<file path="config.mk">
export PLATFORM = sky130hd
export DESIGN_NAME = apb_slave_regs
export DESIGN_NICKNAME = d
export VERILOG_FILES = /design/src/rtl/apb_pkg.sv /design/src/rtl/apb_reg_bank.sv /design/src/rtl/apb_slave_regs.sv
export SDC_FILE = /design/constraint.sdc
export NUM_CORES = 1
export LEC_CHECK = 0
export ABC_CLOCK_PERIOD_IN_PS = 2300
export CORE_MARGIN = 3
export CORE_UTILIZATION = 40
export CTS_CLUSTER_DIAMETER = 40
export DETAILED_ROUTE_END_ITERATION = 12
export PLACE_DENSITY_LB_ADDON = 0.12
export SYNTH_ARGS = -nofsm -noshare
export SYNTH_HDL_FRONTEND = slang
export SYNTH_SLANG_ARGS = --single-unit
export TNS_END_PERCENT = 1
</file>
<file path="constraint.sdc">
create_clock -name PCLK -period 2.3 [get_ports PCLK]
set_clock_uncertainty 0.1 [all_clocks]
set_input_delay 0.345 -clock PCLK [delete_from_list [all_inputs] [get_ports PCLK]]
set_output_delay 0.345 -clock PCLK [all_outputs]
set_load 0.1 [all_outputs]
</file>
<file path="src/rtl/apb_pkg.sv">
// Shared types and constants for the APB register-bank completer.
package apb_pkg;

  typedef enum logic [1:0] {
    IDLE,
    ACCESS,
    RESP
  } apb_slv_state_t;

  localparam int APB_DATA_W     = 32;
  localparam int APB_BYTE_OFF_W = 2;
  localparam int APB_STRB_W     = APB_DATA_W / 8;

endpackage

</file>
<file path="src/rtl/apb_reg_bank.sv">
// Register storage for the APB completer: byte-strobed write port, indexed read mux
// and a flat export of every register.
module apb_reg_bank
  import apb_pkg::*;
#(
  parameter int                    NUM_REGS  = 8,
  parameter int                    IDX_W     = 3,
  parameter logic [APB_DATA_W-1:0] RESET_VAL = '0
) (
  input  logic                           clk,
  input  logic                           rst,
  input  logic                           wr_en,
  input  logic [IDX_W-1:0]               idx,
  input  logic [APB_DATA_W-1:0]          wdata,
  input  logic [APB_STRB_W-1:0]          wstrb,
  output logic [APB_DATA_W-1:0]          rdata,
  output logic [NUM_REGS*APB_DATA_W-1:0] regs_flat
);

  logic [APB_DATA_W-1:0] regs_q [NUM_REGS];
  logic [APB_DATA_W-1:0] regs_d [NUM_REGS];

  always_comb begin
    for (int i = 0; i < NUM_REGS; i++) begin
      regs_d[i] = regs_q[i];
      if (wr_en && (int'(idx) == i)) begin
        for (int b = 0; b < APB_STRB_W; b++) begin
          if (wstrb[b]) regs_d[i][8*b +: 8] = wdata[8*b +: 8];
        end
      end
    end
  end

  always_ff @(posedge clk) begin
    if (rst) begin
      for (int i = 0; i < NUM_REGS; i++) regs_q[i] <= RESET_VAL;
    end else begin
      regs_q <= regs_d;
    end
  end

  // Index may exceed NUM_REGS-1 when NUM_REGS is not a power of two; read 0 then.
  always_comb begin
    rdata = '0;
    for (int i = 0; i < NUM_REGS; i++) begin
      if (int'(idx) == i) rdata = regs_q[i];
    end
  end

  for (genvar g = 0; g < NUM_REGS; g++) begin : g_flat
    assign regs_flat[APB_DATA_W*g +: APB_DATA_W] = regs_q[g];
  end

endmodule

</file>
<file path="src/rtl/apb_slave_regs.sv">
// APB completer with programmable wait states, address-error reporting and a flat register export.
// Define APB_SLAVE_PSTRB_EN to add the PSTRB byte-lane write strobe port.
module apb_slave_regs
  import apb_pkg::*;
#(
  parameter int                    NUM_REGS    = 8,
  parameter int                    ADDR_W      = 32,
  parameter int                    WAIT_STATES = 0,
  parameter logic [APB_DATA_W-1:0] RESET_VAL   = 32'h0000_0000
) (
  input  logic                           PCLK,
  input  logic                           PRESET,
  input  logic                           PSEL,
  input  logic                           PENABLE,
  input  logic                           PWRITE,
  input  logic [ADDR_W-1:0]              PADDR,
  input  logic [APB_DATA_W-1:0]          PWDATA,
`ifdef APB_SLAVE_PSTRB_EN
  input  logic [APB_STRB_W-1:0]          PSTRB,
`endif
  output logic [APB_DATA_W-1:0]          PRDATA,
  output logic                           PREADY,
  output logic                           PSLVERR,
  output logic [NUM_REGS*APB_DATA_W-1:0] regs_flat
);

  localparam int                          IDX_W      = (NUM_REGS > 1) ? $clog2(NUM_REGS) : 1;
  localparam logic [3:0]                  WS_LOAD    = 4'(WAIT_STATES);
  localparam logic [ADDR_W-APB_BYTE_OFF_W-1:0] NUM_REGS_A = (ADDR_W-APB_BYTE_OFF_W)'(NUM_REGS);

  apb_slv_state_t          state_q, state_d;
  logic [3:0]              cnt_q, cnt_d;
  logic [ADDR_W-1:0]       addr_q, addr_d;
  logic                    write_q, write_d;
  logic [APB_DATA_W-1:0]   wdata_q, wdata_d;
  logic [APB_STRB_W-1:0]   strb_q, strb_d;
  logic [APB_DATA_W-1:0]   prdata_q, prdata_d;
  logic                    pready_q, pready_d;
  logic                    pslverr_q, pslverr_d;

  logic [APB_STRB_W-1:0]   strb_in;
  logic [APB_DATA_W-1:0]   bank_rdata;
  logic                    wr_en;
  logic                    acc_err;
  logic                    setup;

`ifdef APB_SLAVE_PSTRB_EN
  assign strb_in = PSTRB;
`else
  assign strb_in = '1;
`endif

  assign acc_err = (addr_q[ADDR_W-1:APB_BYTE_OFF_W] >= NUM_REGS_A) ||
                   (addr_q[APB_BYTE_OFF_W-1:0] != '0);

  // A SETUP seen while already in ACCESS restarts the transfer with fresh inputs.
  assign setup = PSEL && !PENABLE && ((state_q == IDLE) || (state_q == ACCESS));

  always_comb begin
    state_d   = state_q;
    cnt_d     = cnt_q;
    addr_d    = addr_q;
    write_d   = write_q;
    wdata_d   = wdata_q;
    strb_d    = strb_q;
    prdata_d  = prdata_q;
    pready_d  = 1'b0;
    pslverr_d = 1'b0;
    wr_en     = 1'b0;

    if (setup) begin
      addr_d  = PADDR;
      write_d = PWRITE;
      wdata_d = PWDATA;
      strb_d  = strb_in;
      cnt_d   = WS_LOAD;
      state_d = ACCESS;
    end else begin
      case (state_q)
        ACCESS: begin
          if (!PSEL) begin
            state_d = IDLE;
          end else if (cnt_q != 4'd0) begin
            cnt_d = cnt_q - 4'd1;
          end else begin
            pready_d  = 1'b1;
            pslverr_d = acc_err;
            prdata_d  = acc_err ? '0 : bank_rdata;
            wr_en     = write_q && !acc_err;
            state_d   = RESP;
          end
        end
        RESP:    state_d = IDLE;
        default: state_d = IDLE;
      endcase
    end
  end

  always_ff @(posedge PCLK) begin
    if (PRESET) begin
      state_q   <= IDLE;
      cnt_q     <= '0;
      addr_q    <= '0;
      write_q   <= 1'b0;
      wdata_q   <= '0;
      strb_q    <= '0;
      prdata_q  <= '0;
      pready_q  <= 1'b0;
      pslverr_q <= 1'b0;
    end else begin
      state_q   <= state_d;
      cnt_q     <= cnt_d;
      addr_q    <= addr_d;
      write_q   <= write_d;
      wdata_q   <= wdata_d;
      strb_q    <= strb_d;
      prdata_q  <= prdata_d;
      pready_q  <= pready_d;
      pslverr_q <= pslverr_d;
    end
  end

  apb_reg_bank #(
    .NUM_REGS  (NUM_REGS),
    .IDX_W     (IDX_W),
    .RESET_VAL (RESET_VAL)
  ) u_bank (
    .clk       (PCLK),
    .rst       (PRESET),
    .wr_en     (wr_en),
    .idx       (addr_q[APB_BYTE_OFF_W +: IDX_W]),
    .wdata     (wdata_q),
    .wstrb     (strb_q),
    .rdata     (bank_rdata),
    .regs_flat (regs_flat)
  );

  assign PRDATA  = prdata_q;
  assign PREADY  = pready_q;
  assign PSLVERR = pslverr_q;

endmodule

</file>
* Yosys cells after proc, flatten, opt, wreduce, memory -nomap -nowiden
Cells that the tools add are included.
** Word-level totals
- Register bits :: 362
- Bits of input ports :: 69
- Logic and storage cells :: 131
** Operators by class
- Add/subtract/negate cells :: 1
- $lt $le $gt $ge :: 1
- Equality and inequality tests :: 9
- Mux-type cells :: 18
- Bitwise operators :: 4
- Reductions and logical operators :: 56
** Operator list (number)
- 2-to-1 mux 32 bit :: 9
- AND reduction 2 bit :: 32
- >= comparator 30 x 4 -> 1 bit (second input constant) :: 1
- equality test 3 bit (second input constant) :: 4
- logical AND 1 bit :: 11
- 2-to-1 mux 1 bit :: 9
- equality test 3 x 2 -> 1 bit (second input constant) :: 2
- OR reduction 5 bit :: 1
- inequality test 4 bit (second input constant) :: 1
- inverter 1 bit :: 4
- AND reduction 4 bit :: 1
- nonzero test 4 bit :: 1
- OR reduction 4 bit :: 1
- subtractor 4 x 1 -> 4 bit (second input constant) :: 1
- equality test 3 x 1 -> 1 bit (second input constant) :: 1
- logical NOT 3 bit :: 1
- AND reduction 3 bit :: 1
- equality test 2 x 1 -> 1 bit (second input constant) :: 1
- logical NOT 1 bit :: 2
- logical NOT 2 bit :: 1
- logical OR 1 bit :: 2
- nonzero test 2 bit :: 1
- OR reduction 2 bit :: 1

* Depth between registers and ports, before layout
- Depth in word-level cells :: 10
- Gate-level depth with buffers :: 9
- Mapped depth without buffers :: 6

* Hierarchy
Synthesis repeated with hierarchy kept, for this count alone.
** Second synthesis, totals
- Cell total of the unflattened synthesis :: 1447
- Area, all modules :: 15778.9 µm²
** By module, submodules not included
- apb_reg_bank :: times used 1, cells an instance 1038, area each 12100.4 µm², seq. area each 5124.9 µm²
- apb_slave_regs :: times used 1, cells an instance 409, area each 3678.5 µm², seq. area each 2122.0 µm²

* Worst setup path after synthesis
OpenSTA, ideal clock, no wires.
- Path kind :: register -> register
- Start point :: register cnt_q[0]
- End point :: register u_bank.regs_q (netlist bit u_bank.regs_flat[231])
- Arrival time :: 1746 ps
- Path slack :: 324 ps
- Cell stages (with the launch flop) :: 10
- Path buffers :: 3
- Clock period less this slack :: 1976 ps
- Cell sequence :: dfxtp_1 > inv_1 > ha_1 > and4bb_1 > and4_4 > buf_12 > and4_2 > buf_6 > buf_8 > mux2i_1
** On the way
- Word-level cells in the longest chain between the ends :: 7
** RTL lines
- start, declared :: RTL line apb_slave_regs.sv:32 : logic [3:0] cnt_q, cnt_d;
- start signal, assigned :: RTL line apb_slave_regs.sv:112 : cnt_q <= cnt_d;
- nonzero test 4 bit :: RTL line apb_slave_regs.sv:83 : end else if (cnt_q != 4'd0) begin
- 2-to-1 mux 1 bit :: RTL line apb_slave_regs.sv:83
- 2-to-1 mux 1 bit :: RTL line apb_slave_regs.sv:81 : if (!PSEL) begin
- 2-to-1 mux 1 bit :: RTL line apb_slave_regs.sv:79 : case (state_q)
- 2-to-1 mux 1 bit :: RTL line apb_slave_regs.sv:71 : if (setup) begin
- logical AND 1 bit :: RTL line apb_reg_bank.sv:26 : if (wr_en && (int'(idx) == i)) begin
- AND reduction 2 bit (no line)
- end signal, assigned :: RTL line apb_reg_bank.sv:38 : regs_q <= regs_d;
- end, declared :: RTL line apb_reg_bank.sv:20 : logic [APB_DATA_W-1:0] regs_q [NUM_REGS];
Every way passes these cells.
A chain may end at the register's enable or synchronous reset.

* Final worst setup path
- Start point :: register cnt_q[0]
- End point :: register prdata_q[17], in the netlist PRDATA[17]
** On the way
- Word-level cells in the longest chain between the ends :: 3
** RTL lines
- nonzero test 4 bit :: RTL line apb_slave_regs.sv:83
- inverter 1 bit (no line)
- AND reduction 4 bit (no line)
- end signal, assigned :: RTL line apb_slave_regs.sv:117 : prdata_q <= prdata_d;
- end, declared :: RTL line apb_slave_regs.sv:37 : logic [APB_DATA_W-1:0] prdata_q, prdata_d;
Every way passes these cells.

==> impl_metrics.toml <==
[sta]
rsz0062_at_grt = "false"
period_share_pct = 89.9
setup_viol = 0
hold_violations = 0
slew-limit-headroom_pct = 64.9
slew_violations = 0
post-route-min-period_ns = 2.07
worst_pin_slew_ns = 0.526
timing.fmax_mhz = 484
setup_ws_ns = 0.233
finalSetupTns_ns = 0

[final_layout]
fillerInstances = 3566
design_area_um2 = 21600
areaGrowthSynthToFinish_pct = 34.8
layout-drive-gt1-share_pct = 27.3
antennaDiodeCount = 0
layout.nets = 2017

[power]
cellPowerDensity_nw_per_um2 = 726
p_total_mw = 15.7
ir_worst_vdd_v = 0.000513
power_leakage_nw = 9.96

[grt]
grt_pass1_wl_um = 79700
grt_max_degree = 86
grt-ovfl-total = 0
grtUsageTotal_pct = 24.5
antenna_found_initial = 0
grt_pass1_vias = 12766

[synthesis]
yosysSeqAreaShare_pct = 45.2
async_reset_ff_share_pct = 0
synth_area_um2 = 16100
syn_inst = 1608
ys.flop_type = "dfxtp_1"
synth_warnings = 0
synth.most_common_cell = "dfxtp_1"
synth_edf_count = 0
synth_cell_types = 51
synth_largest_area_cell = "dfxtp_1"
synth_top_cell_area_share_pct = 45.2
yosys-top-cells-area = "dfxtp_1 (45%), mux2i_1 (17%), nand2b_1 (11%)"
avgSynthCellArea_um2 = 9.98
syn-num-nets = 1678
ys_top_cells_by_count = "dfxtp_1 (362), nand2b_1 (295), mux2i_1 (275)"
synth-seq-cells = 362

[floorplanning]
dieArea_um2 = 42600
io_pins = 359
start_util_pct = 41.1
core_um2 = 39100
dieWidth_um = 206
rows = 72
die_y_um = 206

[place]
port_buffers = 358
place_congestion = 0.811
pre_cts_ws_ns = -0.145
hpwl_um = 37600
placed_area_um2 = 19700

[routing]
finalWirelength_um = 54000
drt_first_pass_iters = 5
via_count = 13101
wire_per_inst_um = 21.5
ant_nets = 0
route.detailed.vias_per_inst = 5.22
drtIter0Drc = 658
drc = 0

[clock_tree]
clock-sinks = 362
insertion_delay_ns = 0.57
clockRootBuffer = "clkbuf_16"
cts_buffers = 55
ctsResizeCount = 0
clk_pin_slew_ns = 0.05
htreeDepth = 2
clockBufferDepth = 3
cts_tree = "yes"

[setup_path]
arrival_ns = 2.42
path_class = "reg -> reg"
critPathLaunchType = "flip-flop"
end_kind = "flip-flop"
crit_fanout = 15
cp.required_ns = 2.66

[status]
status = "complete, no violations"

[worst_hold_path]
hp-class = "in -> reg"

[job]
drv_cap = 0
state kept, by name (all words and copies together) (netlist names):
name	count
write_q	1
strb_q	1
PRDATA	32
u_bank.regs_flat	256
cnt_q	4
wdata_q	32
PSLVERR	1
addr_q	32
PREADY	1
state_q	2
cells by family after synthesis:
group                      after synthesis  share of synthesized area (%)
buffers and inverters                  163                           4.87
adders and majority gates                1                         0.0779
and+or+nand+nor                        557                           19.7
muxes                                  326                           21.9
AOI/OAI and AO/OA                      197                           8.22
DFF                                    362                           45.2
xor gates and xnor gates                 2                          0.109
power breakdown:
group	leakage [nW]	switching (mW)	internal [mW]	total [mW]
registers	2.92	0.0558	6.33	6.39
logic	6.10	0.460	0.388	0.848
clock network	0.934	3.08	5.40	8.48
total	9.96	3.60	12.1	15.7
cell usage in the layout (no fill, tap or decap), types with 10 or more instances in the layout:
cell type        Yosys  routed
clkdlybuf4s50_1      0      67
mux2_2              35      35
clkbuf_16            0      57
a22o_1              11      11
a21oi_1             83      82
mux2i_1            275     275
buf_12               2      24
nand2_1            156     156
nor2b_1             17      17
dfxtp_1            362     359
mux4_2              16      16
clkbuf_8             0      10
buf_4                7     347
nor2_1              36      36
nor3b_1             16      15
clkinv_2             0      10
o22ai_1             40      40
nand2b_1           295     295
a211oi_1            28      28
worst paths after layout:
check                     startpoint                 endpoint  slack (ns)  depth (start not counted)
max            cnt_q[0]$_SDFFE_PP0P_  PRDATA[17]$_SDFFE_PP0P_        0.23                          8
min                         PADDR[3]   addr_q[3]$_SDFFE_PP0P_        0.22                          3
max reg2reg    cnt_q[0]$_SDFFE_PP0P_  PRDATA[17]$_SDFFE_PP0P_        0.23                          8
min reg2reg  PRDATA[28]$_SDFFE_PP0P_  PRDATA[28]$_SDFFE_PP0P_        0.35                          2
cell type report:
cell class	count	area [µm²]	share of cell area, %
Inverter	5	18.8	0.0867
Clock inverter	29	319	1.47
Multi-Input combinational cell	1083	8040	37.2
Sequential cell	362	7260	33.5
Tap cell	518	648	2.99
Timing Repair Buffer	440	3780	17.5
Clock buffer	73	1580	7.28
what timing repair did:
item / CTS / global route
hold endpoints to repair: 11 / 0
setup buffers: 0 / 6
setup endpoints to repair: 0 / 12
hold buffers: 1 / 0
per-layer routing:
layer	up-vias	GRT usage [%]	share of wire [%]
met5	-	0	0
met4	0	7.73	2.6
met3	81	5.47	7.4
met2	463	37.9	45
met1	6325	34.1	46
li1	6232	-	-
critical path: stages, from the launching register on:
cell      delay [ns]
dfxtp_1         0.32
inv_1           0.06
ha_1            0.22
and4bb_1        0.27
nor3b_4         0.18
buf_4           0.18
nand3_4         0.09
buf_12          0.17
o41ai_1         0.36
metrics by stage:
| step | hold slack (ns) | util (%) | instances |
|---|---|---|---|
| floorplan | 0.334 | - | 1608 |
| global placement | 0.336 | 50.4 | 2401 |
| detailed placement | 0.345 | 50.4 | 2401 |
| CTS | 0.178 | 55.2 | 2504 |
| global route | 0.204 | 55.4 | 2510 |
| finish | 0.217 | 55.4 | 2510 |
(Power assumes the default switching activity.)
